**src/rtl/hazard_stall_unit.sv**
```systemverilog
// Pipeline hazard/stall controller: load-use stalls, taken-branch flushes and
// data-memory wait freezes, plus stall/flush counters and a sticky timeout flag.
module hazard_stall_unit #(
  parameter int REDIRECT_EXTRA = 0,
  parameter int MEM_TIMEOUT    = 255,
  parameter int CNT_W          = 32
) (
  input  logic             clk,
  input  logic             rst,
  input  logic             MemReadE,
  input  logic [4:0]       RD_E,
  input  logic [4:0]       Rs1_D,
  input  logic [4:0]       Rs2_D,
  input  logic             UsesRs1D,
  input  logic             UsesRs2D,
  input  logic             PCSrcE,
  input  logic             MemReqM,
  input  logic             MemReadyM,
  output logic             StallF,
  output logic             StallD,
  output logic             StallE,
  output logic             StallM,
  output logic             FlushD,
  output logic             FlushE,
  output logic             FlushW,
  output logic             MemErr,
  output logic [CNT_W-1:0] StallCycles,
  output logic [CNT_W-1:0] FlushCount
);

  typedef enum logic [1:0] {RUN, MEM_WAIT, REDIRECT} state_t;

  localparam int            TW   = (MEM_TIMEOUT < 1) ? 1 : $clog2(MEM_TIMEOUT + 1);
  localparam logic [TW-1:0] TMAX = TW'(MEM_TIMEOUT);
  localparam logic [2:0]    RX   = 3'(REDIRECT_EXTRA);

  state_t           state_q, state_d;
  logic [2:0]       rcnt_q, rcnt_d;
  logic [TW-1:0]    tcnt_q, tcnt_d;
  logic             err_q, err_d;
  logic [CNT_W-1:0] stall_cnt_q, stall_cnt_d;
  logic [CNT_W-1:0] flush_cnt_q, flush_cnt_d;
  logic             flush_inc;
  logic             lw_haz, mem_busy;

  assign lw_haz   = MemReadE && (RD_E != 5'd0) &&
                    ((UsesRs1D && (Rs1_D == RD_E)) || (UsesRs2D && (Rs2_D == RD_E)));
  assign mem_busy = MemReqM && !MemReadyM;

  always_comb begin
    StallF    = 1'b0;
    StallD    = 1'b0;
    StallE    = 1'b0;
    StallM    = 1'b0;
    FlushD    = 1'b0;
    FlushE    = 1'b0;
    FlushW    = 1'b0;
    flush_inc = 1'b0;
    state_d   = state_q;
    rcnt_d    = rcnt_q;
    tcnt_d    = '0;
    err_d     = err_q;

    if (mem_busy) begin
      // EX is frozen, so branch/load-use decisions wait; redirect count is kept
      StallF  = 1'b1;
      StallD  = 1'b1;
      StallE  = 1'b1;
      StallM  = 1'b1;
      FlushW  = 1'b1;
      state_d = MEM_WAIT;
      tcnt_d  = (tcnt_q == TMAX) ? tcnt_q : tcnt_q + TW'(1);
      if (tcnt_d == TMAX) err_d = 1'b1;
    end else if (state_q == REDIRECT) begin
      FlushD = 1'b1;
      if (PCSrcE) begin
        FlushE    = 1'b1;
        flush_inc = 1'b1;
        rcnt_d    = RX;
        state_d   = (RX != 3'd0) ? REDIRECT : RUN;
      end else begin
        rcnt_d  = (rcnt_q != 3'd0) ? rcnt_q - 3'd1 : 3'd0;
        if (rcnt_q <= 3'd1) state_d = RUN;
      end
    end else begin
      // RUN, or the release cycle of MEM_WAIT: a leftover redirect resumes next
      state_d = (rcnt_q != 3'd0) ? REDIRECT : RUN;
      if (PCSrcE) begin
        FlushD    = 1'b1;
        FlushE    = 1'b1;
        flush_inc = 1'b1;
        if (RX != 3'd0) begin
          rcnt_d  = RX;
          state_d = REDIRECT;
        end
      end else if (lw_haz) begin
        StallF = 1'b1;
        StallD = 1'b1;
        FlushE = 1'b1;
      end
    end

    if (rst) begin
      StallF    = 1'b0;
      StallD    = 1'b0;
      StallE    = 1'b0;
      StallM    = 1'b0;
      FlushD    = 1'b0;
      FlushE    = 1'b0;
      FlushW    = 1'b0;
      flush_inc = 1'b0;
    end

    stall_cnt_d = (StallF && (stall_cnt_q != '1)) ? stall_cnt_q + CNT_W'(1) : stall_cnt_q;
    flush_cnt_d = (flush_inc && (flush_cnt_q != '1)) ? flush_cnt_q + CNT_W'(1) : flush_cnt_q;
  end

  always_ff @(posedge clk or posedge rst) begin
    if (rst) begin
      state_q     <= RUN;
      rcnt_q      <= '0;
      tcnt_q      <= '0;
      err_q       <= 1'b0;
      stall_cnt_q <= '0;
      flush_cnt_q <= '0;
    end else begin
      state_q     <= state_d;
      rcnt_q      <= rcnt_d;
      tcnt_q      <= tcnt_d;
      err_q       <= err_d;
      stall_cnt_q <= stall_cnt_d;
      flush_cnt_q <= flush_cnt_d;
    end
  end

  assign MemErr      = err_q;
  assign StallCycles = stall_cnt_q;
  assign FlushCount  = flush_cnt_q;

endmodule

```
**config.mk**
```make
export PLATFORM = sky130hd
export DESIGN_NAME = hazard_stall_unit
export DESIGN_NICKNAME = d
export VERILOG_FILES = /design/src/rtl/hazard_stall_unit.sv
export SDC_FILE = /design/constraint.sdc
export NUM_CORES = 1
export LEC_CHECK = 0
export CELL_PAD_IN_SITES_DETAIL_PLACEMENT = 0
export CELL_PAD_IN_SITES_GLOBAL_PLACEMENT = 1
export CORE_ASPECT_RATIO = 0.7
export CORE_MARGIN = 4
export CORE_UTILIZATION = 38
export DETAILED_ROUTE_END_ITERATION = 10
export GPL_TIMING_DRIVEN = 0
export PLACE_DENSITY_LB_ADDON = 0.1
export SLEW_MARGIN = 20
export SYNTH_ARGS = -nofsm -noshare
export SYNTH_HDL_FRONTEND = slang
export SYNTH_SLANG_ARGS = --single-unit
export TNS_END_PERCENT = 5
```
**constraint.sdc**
```tcl
create_clock -name clk -period 3.1 [get_ports clk]
set_clock_uncertainty 0.05 [all_clocks]
set_input_delay 0.62 -clock clk [delete_from_list [all_inputs] [get_ports clk]]
set_output_delay 0.62 -clock clk [all_outputs]
set_load 0.02 [all_outputs]
```
==> results of run 1 <==
[power breakdown]
group          internal [W]  switching (W)  total, W  leakage, nW
clock network      0.000668       0.000421   0.00109        0.152
registers           0.00107      0.0000828   0.00116         1.03
logic              0.000201       0.000195  0.000397         1.26
[worst paths after layout]
path,from,to,cells after the start
max in group asynchronous,rst,FlushCount[29],3
hold / removal,MemErr,MemErr,1
setup / recovery,RD_E[1],StallD,6
min in group asynchronous,rst,StallCycles[16],2
setup reg to reg,FlushCount[0],FlushCount[8],8
hold reg to reg,MemErr,MemErr,1
[Yosys cell counts (3+ instances only)]
master and count:
a31oi_1 4, nand4_1 21, o21ai_0 5, a21oi_1 3
o21a_1 3, xnor2_1 41, ha_1 5, and3_1 5
buf_6 3, nor2_1 38, nand2_1 34, nor3_1 18
inv_1 17, and4_1 6, dfrtp_1 78, nor4_1 13
buf_4 4, xor2_1 33, clkbuf_1 3, nand3_1 28
[cell usage in the layout (no fill, tap or decap), types with 9 or more instances in the layout]
master / netlist / routed
xor2_1: 33 / 33
clkbuf_16: 0 / 9
nand4_1: 21 / 21
nor2_1: 38 / 37
dfrtp_1: 78 / 78
clkdlybuf4s50_1: 0 / 88
inv_1: 17 / 16
nand2_1: 34 / 34
nand3_1: 28 / 28
nor4_1: 13 / 13
xnor2_1: 41 / 41
nor3_1: 18 / 18
[worst register-to-register path, cell delays in order (launching register included)]
cell,delay (ns)
dfrtp_1,0.40
ha_1,0.21
nand4_1,0.22
nor2_1,0.46
nand3_2,0.22
and3_4,0.25
buf_6,0.14
nand3_1,0.10
xnor2_1,0.13
[flip-flops by register name (all words and copies together) (netlist names)]
signal,flops
FlushCount,32
StallCycles,32
tcnt_q,8
rcnt_q,3
state_q,2
MemErr,1
[metal layers]
metal	vias up	wire, µm
li1	1602	-
met1	1582	5020
met2	88	4010
met3	7	613
met4	0	70
met5	-	0
[through the flow]
stage                     power (W)  utilization, %  setup slack (ns)
final                       0.00264            53.2            0.0103
after global placement      0.00156            49.7             -1.18
after CTS                   0.00269            53.2            -0.141
after global routing        0.00277            53.2           -0.0554
after detailed placement    0.00158            49.9            -0.675
after floorplan             0.00137               -             0.406
[timing repair]
item / in CTS / in global routing
resized for setup: 9 / 8
endpoints found under the hold margin: 0 / 0
hold buffers: 0 / 0
setup endpoints to repair: 6 / 6
pin swaps: 1 / 0
buffers inserted: 1 / 0
[logic make-up after synthesis]
family / Yosys count / synth area share (%)
DFF: 78 / 48.2
buffers and inverters: 30 / 3.80
AOI/OAI and AO/OA: 25 / 4.82
adders and majority gates: 5 / 1.55
xor gates and xnor gates: 74 / 16.0
muxes: 3 / 0.804
and+or+nand+nor: 186 / 24.8
[cell type report]
class / instances / area [µm²]
clock inverter: 5 / 56.3
clock buffer: 11 / 253
inverter: 18 / 72.6
timing repair buffer: 95 / 961
tap: 132 / 165
fill: 931 / 4840
buffer: 12 / 83.8
multi-input combinational: 293 / 1970
sequential: 78 / 1950
==> reports/metrics.yaml, run 1 <==
yosys:
  synth.lib_cells_used.distinct: 50
  synthArstFlopShare_pct: 100
  syn_area_um2: 4050
  ys_top_cells_by_area: "dfrtp_1 (48%), xnor2_1 (8.9%), xor2_1 (7.1%)"
  syn_inst: 401
  syn_avg_cell_area_um2: 10.1
  synth_top_area_share_pct: 48.2
  synthFlopType: "dfrtp_1"
  synth_seq_area_share_pct: 48.2
  synth_seq_cells: 78
  synth.net_count: 429
  yosysTopAreaCell: "dfrtp_1"
  yosys_warnings: 0
  synth_edf_count: 0
layout:
  fin_area_um2: 5510
  num_antenna_cells: 0
  layout-drive-gt1-share_pct: 9.96
  nNetsFinal: 535
  area_growth_pct: 36.2
  fin_cells: 644
critical_path:
  end_kind: "output pin"
  critical_path_class: "input pin to output pin"
  worstPathMaxFanout: 3
  cp.arrival_ns: 2.42
  crit_required_ns: 2.43
  crit_family: "buffers and inverters"
  cp-start-kind: "input pin"
  critical_path_buf_inv_count: 3
  r2r_setup_slack_ns: 0.86
  crit_chain: "clkdlybuf4s50_1 > or4_1 > o21a_1 > a31oi_4 > inv_1 > clkdlybuf4s15_1"
  critPathMaxStageDelay_ns: 0.55
  crit_slowest_cell: "or4_1"
clock_network:
  clock-root-buffer: "clkbuf_16"
  cts.sinks: 78
  htreeDepth: 3
  clock_latency_ns: 0.33
  clkTransAtPathRegs_ns: 0.06
  cts_buffers: 9
  cts.path.max_buffers: 2
  cts_tree: "built"
grt:
  antenna_found_initial: 0
  use_met2_pct: 24.2
  use_met1_pct: 23.7
  grt_max_degree: 50
  track_usage_pct: 16.5
  grt_busiest_layer: "met2"
  grt_pass1_vias: 3241
  grt-ovfl-total: 0
  grt_util_met3_pct: 5.43
  grt_pass1_wl_um: 16500
timing:
  worst_slew_pin_slew_ns: 0.483
  setup_violations: 0
  fmax_mhz: 324
  whs_ns: 0.422
  final.min_clock_period_ns: 3.09
  slew_violations: 0
  grt_setup_unrepaired: "true"
  slew_headroom_pct: 67.7
  setup_tns_ns: 0
  hold_viol: 0
  finalCritPeriodShare_pct: 99.7
drt:
  drtIter0Drc: 177
  final_antenna_net_count: 0
  wl_per_cell_um: 15.1
  vias_per_cell: 5.09
  firstDrtPassIters: 4
  wl_um: 9710
  vias: 3279
  drc: 0
die:
  die_h_um: 94.3
  start_util_pct: 39.1
  num_rows: 31
  die_area_um2: 12400
  fp.dieW_um: 131
  coreArea_um2: 10400
  ios: 95
power_and_ir_drop:
  power_density_nw_per_um2: 479
  peakVddDrop_v: 0.000258
  leakagePower_nw: 2.44
placement:
  hpwl_um: 7220
  port-buffer-count: 93
  gp_congestion: 0.778
  dp_cells: 627
  place_area_um2: 5170
hold_path:
  hold_class: "register to register"
job:
  cap_violations: 0
outcome:
  outcome: "completed"
Power figures use the tool's default switching activity.
==> run 2, diff against run 1 <==
- CORE_UTILIZATION: 38 -> 41
- clock period: 3.1 -> 3.65 ns (I/O delays scaled with it)
==> reports/metrics.yaml, run 2 (same netlist as run 1, synthesis figures left out) <==
outcome:
  outcome: "completed"
drt:
  drc: 0  # unchanged
  vias_per_cell: 5.08  # -0.20%
  wl_per_cell_um: 14.5  # -3.5%
  firstDrtPassIters: 4  # unchanged
  wl_um: 9300  # -4.3%
  final_antenna_net_count: 0  # unchanged
  drtIter0Drc: 120  # -32%
  vias: 3247  # -0.98%
clock_network:
  clkTransAtPathRegs_ns: 0.06  # about the same
  postCtsSetupBuffers: 0  # -1
  cts_buffers: 9  # unchanged
  cts_hold_repair.buffers: 0  # unchanged
  cts.path.max_buffers: 2  # unchanged
  cts_tree: "built"
  cts.sinks: 78  # unchanged
  htreeDepth: 3  # unchanged
  clock_latency_ns: 0.34  # about the same
  clock-root-buffer: "clkbuf_16"
timing:
  setup_tns_ns: 0  # unchanged
  setup_slack_ns: 0.142  # +0.131 ns
  hold_viol: 0  # unchanged
  slew_violations: 0  # unchanged
  setup_violations: 0  # unchanged
  slew_headroom_pct: 61.9  # -5.8 points
  grt_setup_unrepaired: "false"
  finalCritPeriodShare_pct: 96.1
  worst_slew_pin_slew_ns: 0.569  # +0.0864 ns
  final.min_clock_period_ns: 3.51
  fmax_mhz: 285
  whs_ns: 0.429  # +0.00745 ns
critical_path:
  timing.rr.start: "FlushCount[0]"
  reg2reg_depth: 8  # unchanged
  cp.arrival_ns: 2.73  # +0.31 ns
  worstPathMaxFanout: 5  # +2
  crit_required_ns: 2.87  # +0.44 ns
  r2r_setup_slack_ns: 1.43  # +0.57 ns
  end_kind: "output pin"
  critical_path_class: "input pin to output pin"
  crit_chain: "clkdlybuf4s50_1 > or4_1 > o21a_1 > a31oi_4 > inv_1 > buf_4 > dlygate4sd2_1"
  critPathMaxStageDelay_ns: 0.53  # -0.02 ns
  crit_slowest_cell: "or4_1"
  r2r-end: "FlushCount[10]"
  critPathLaunch: "RD_E[1]"
  cp-start-kind: "input pin"
power_and_ir_drop:
  p_comb_share_pct: 15.2  # +0.2 points
  power.share.clock_pct: 40.5  # -0.7 points
  intPower_w: 0.00161  # -17%
  power_density_nw_per_um2: 403  # -16%
  leakagePower_nw: 2.42  # -0.64%
  peakVddDrop_v: 0.000252  # -2.4%
  p_sw_w: 0.000600  # -14%
  p_sw_share_pct: 27.1  # +0.64 points
  seq_power_share_pct: 44.3  # +0.5 points
grt:
  grt-ovfl-total: 0  # unchanged
  grt_pass1_wl_um: 15600  # -5.5%
  grt_pass1_vias: 3154  # -2.7%
  antenna_found_initial: 0  # unchanged
  track_usage_pct: 16.7  # +0.18 points
  grt_max_degree: 45  # -10%
job:
  cap_violations: 0  # unchanged
placement:
  dp_cells: 623  # -0.64%
  port-buffer-count: 93  # unchanged
  gp_congestion: 0.769  # -1.2%
  dp_slack_ns: -0.273  # +0.402 ns
  hpwl_um: 6900  # -4.5%
die:
  ios: 95  # unchanged
  die_area_um2: 11500  # -6.8%
  start_util_pct: 41.9  # +2.9 points
  coreArea_um2: 9650  # -6.9%
  num_rows: 30  # -3.2%
  die_h_um: 91.1  # -3.4%
  fp.dieW_um: 127  # -3.5%
layout:
  layout_common_cells: "clkdlybuf4s50_1 (90), dfrtp_1 (78), xnor2_1 (41)"
  mostFrequentLayoutCell: "clkdlybuf4s50_1"
  area_growth_pct: 35.8
  fin_cells: 639  # -0.78%
  layout-drive-gt1-share_pct: 9.20  # -0.76 points
  num_antenna_cells: 0  # unchanged
  nNetsFinal: 534  # -0.19%
hold_path:
  holdPathStages: 1  # unchanged
  holdPathEnd: "MemErr"
  hold_start: "MemErr"
  hold_class: "register to register"
## run 2: cell type report
| type | count | area, µm² |
|---|---|---|
| flip-flops and latches | 78 | 1950 |
| multi-input cells | 293 | 1970 |
| well taps | 128 | 160 |
| inverters | 18 | 72.6 |
| clock inverters | 7 | 73.8 |
| repair buffers | 94 | 958 |
| clock buffers | 9 | 225 |
| fillers | 846 | 4150 |
| plain buffers | 12 | 83.8 |
## run 2: worst max path at each step
stage,slack (ns),end,depth (start not counted)
detailed placement,-0.27,StallF,7
floorplan,0.74,StallF,5
CTS,0.01,FlushE,7
global route,0.008,StallF,7
global placement,-0.67,FlushCount[30],2
finish,0.14,StallF,7
## run 2: power groups by stage
stage,Clock (W),Combinational [W],Sequential (W)
final,0.000897,0.000336,0.000982
after global routing,0.000953,0.000361,0.000994
after CTS,0.000915,0.000342,0.000981
after detailed placement,0,0.000339,0.000997
after global placement,0,0.000328,0.000996
after floorplan,0,0.000121,0.00104
## run 2: routing by layer
metal / wire length [µm] / global-route usage [%] / share of wire, % / vias up
met5: 0 / 0 / 0 / -
met4: 104 / 4.82 / 1.1 / 0
met1: 4620 / 23.9 / 50 / 1549
met2: 4000 / 24.0 / 43 / 86
met3: 578 / 5.58 / 6.2 / 9
li1: - / - / - / 1603
## run 2: per-stage QoR
stage | total power, W | area (µm²) | util, %
final | 0.00221 | 5500 | 57.0
after global routing | 0.00231 | 5500 | 57.0
after CTS | 0.00224 | 5490 | 56.9
after detailed placement | 0.00134 | 5170 | 53.6
after global placement | 0.00132 | 5140 | 53.3
after floorplan | 0.00116 | 4050 | -
## run 2: what timing repair did
| item | CTS | global route |
|---|---|---|
| pin swaps | 0 | 0 |
| endpoints found under the hold margin | 0 | 0 |
| setup endpoints to repair | 2 | 1 |
| gates resized for setup | 5 | 2 |
## run 2: critical path, delay by kind of cell
kind / cells / cell delay [ns]
buffers and inverters: 4 / 0.99
and+or+nand+nor: 1 / 0.53
AOI/OAI and AO/OA: 2 / 0.47
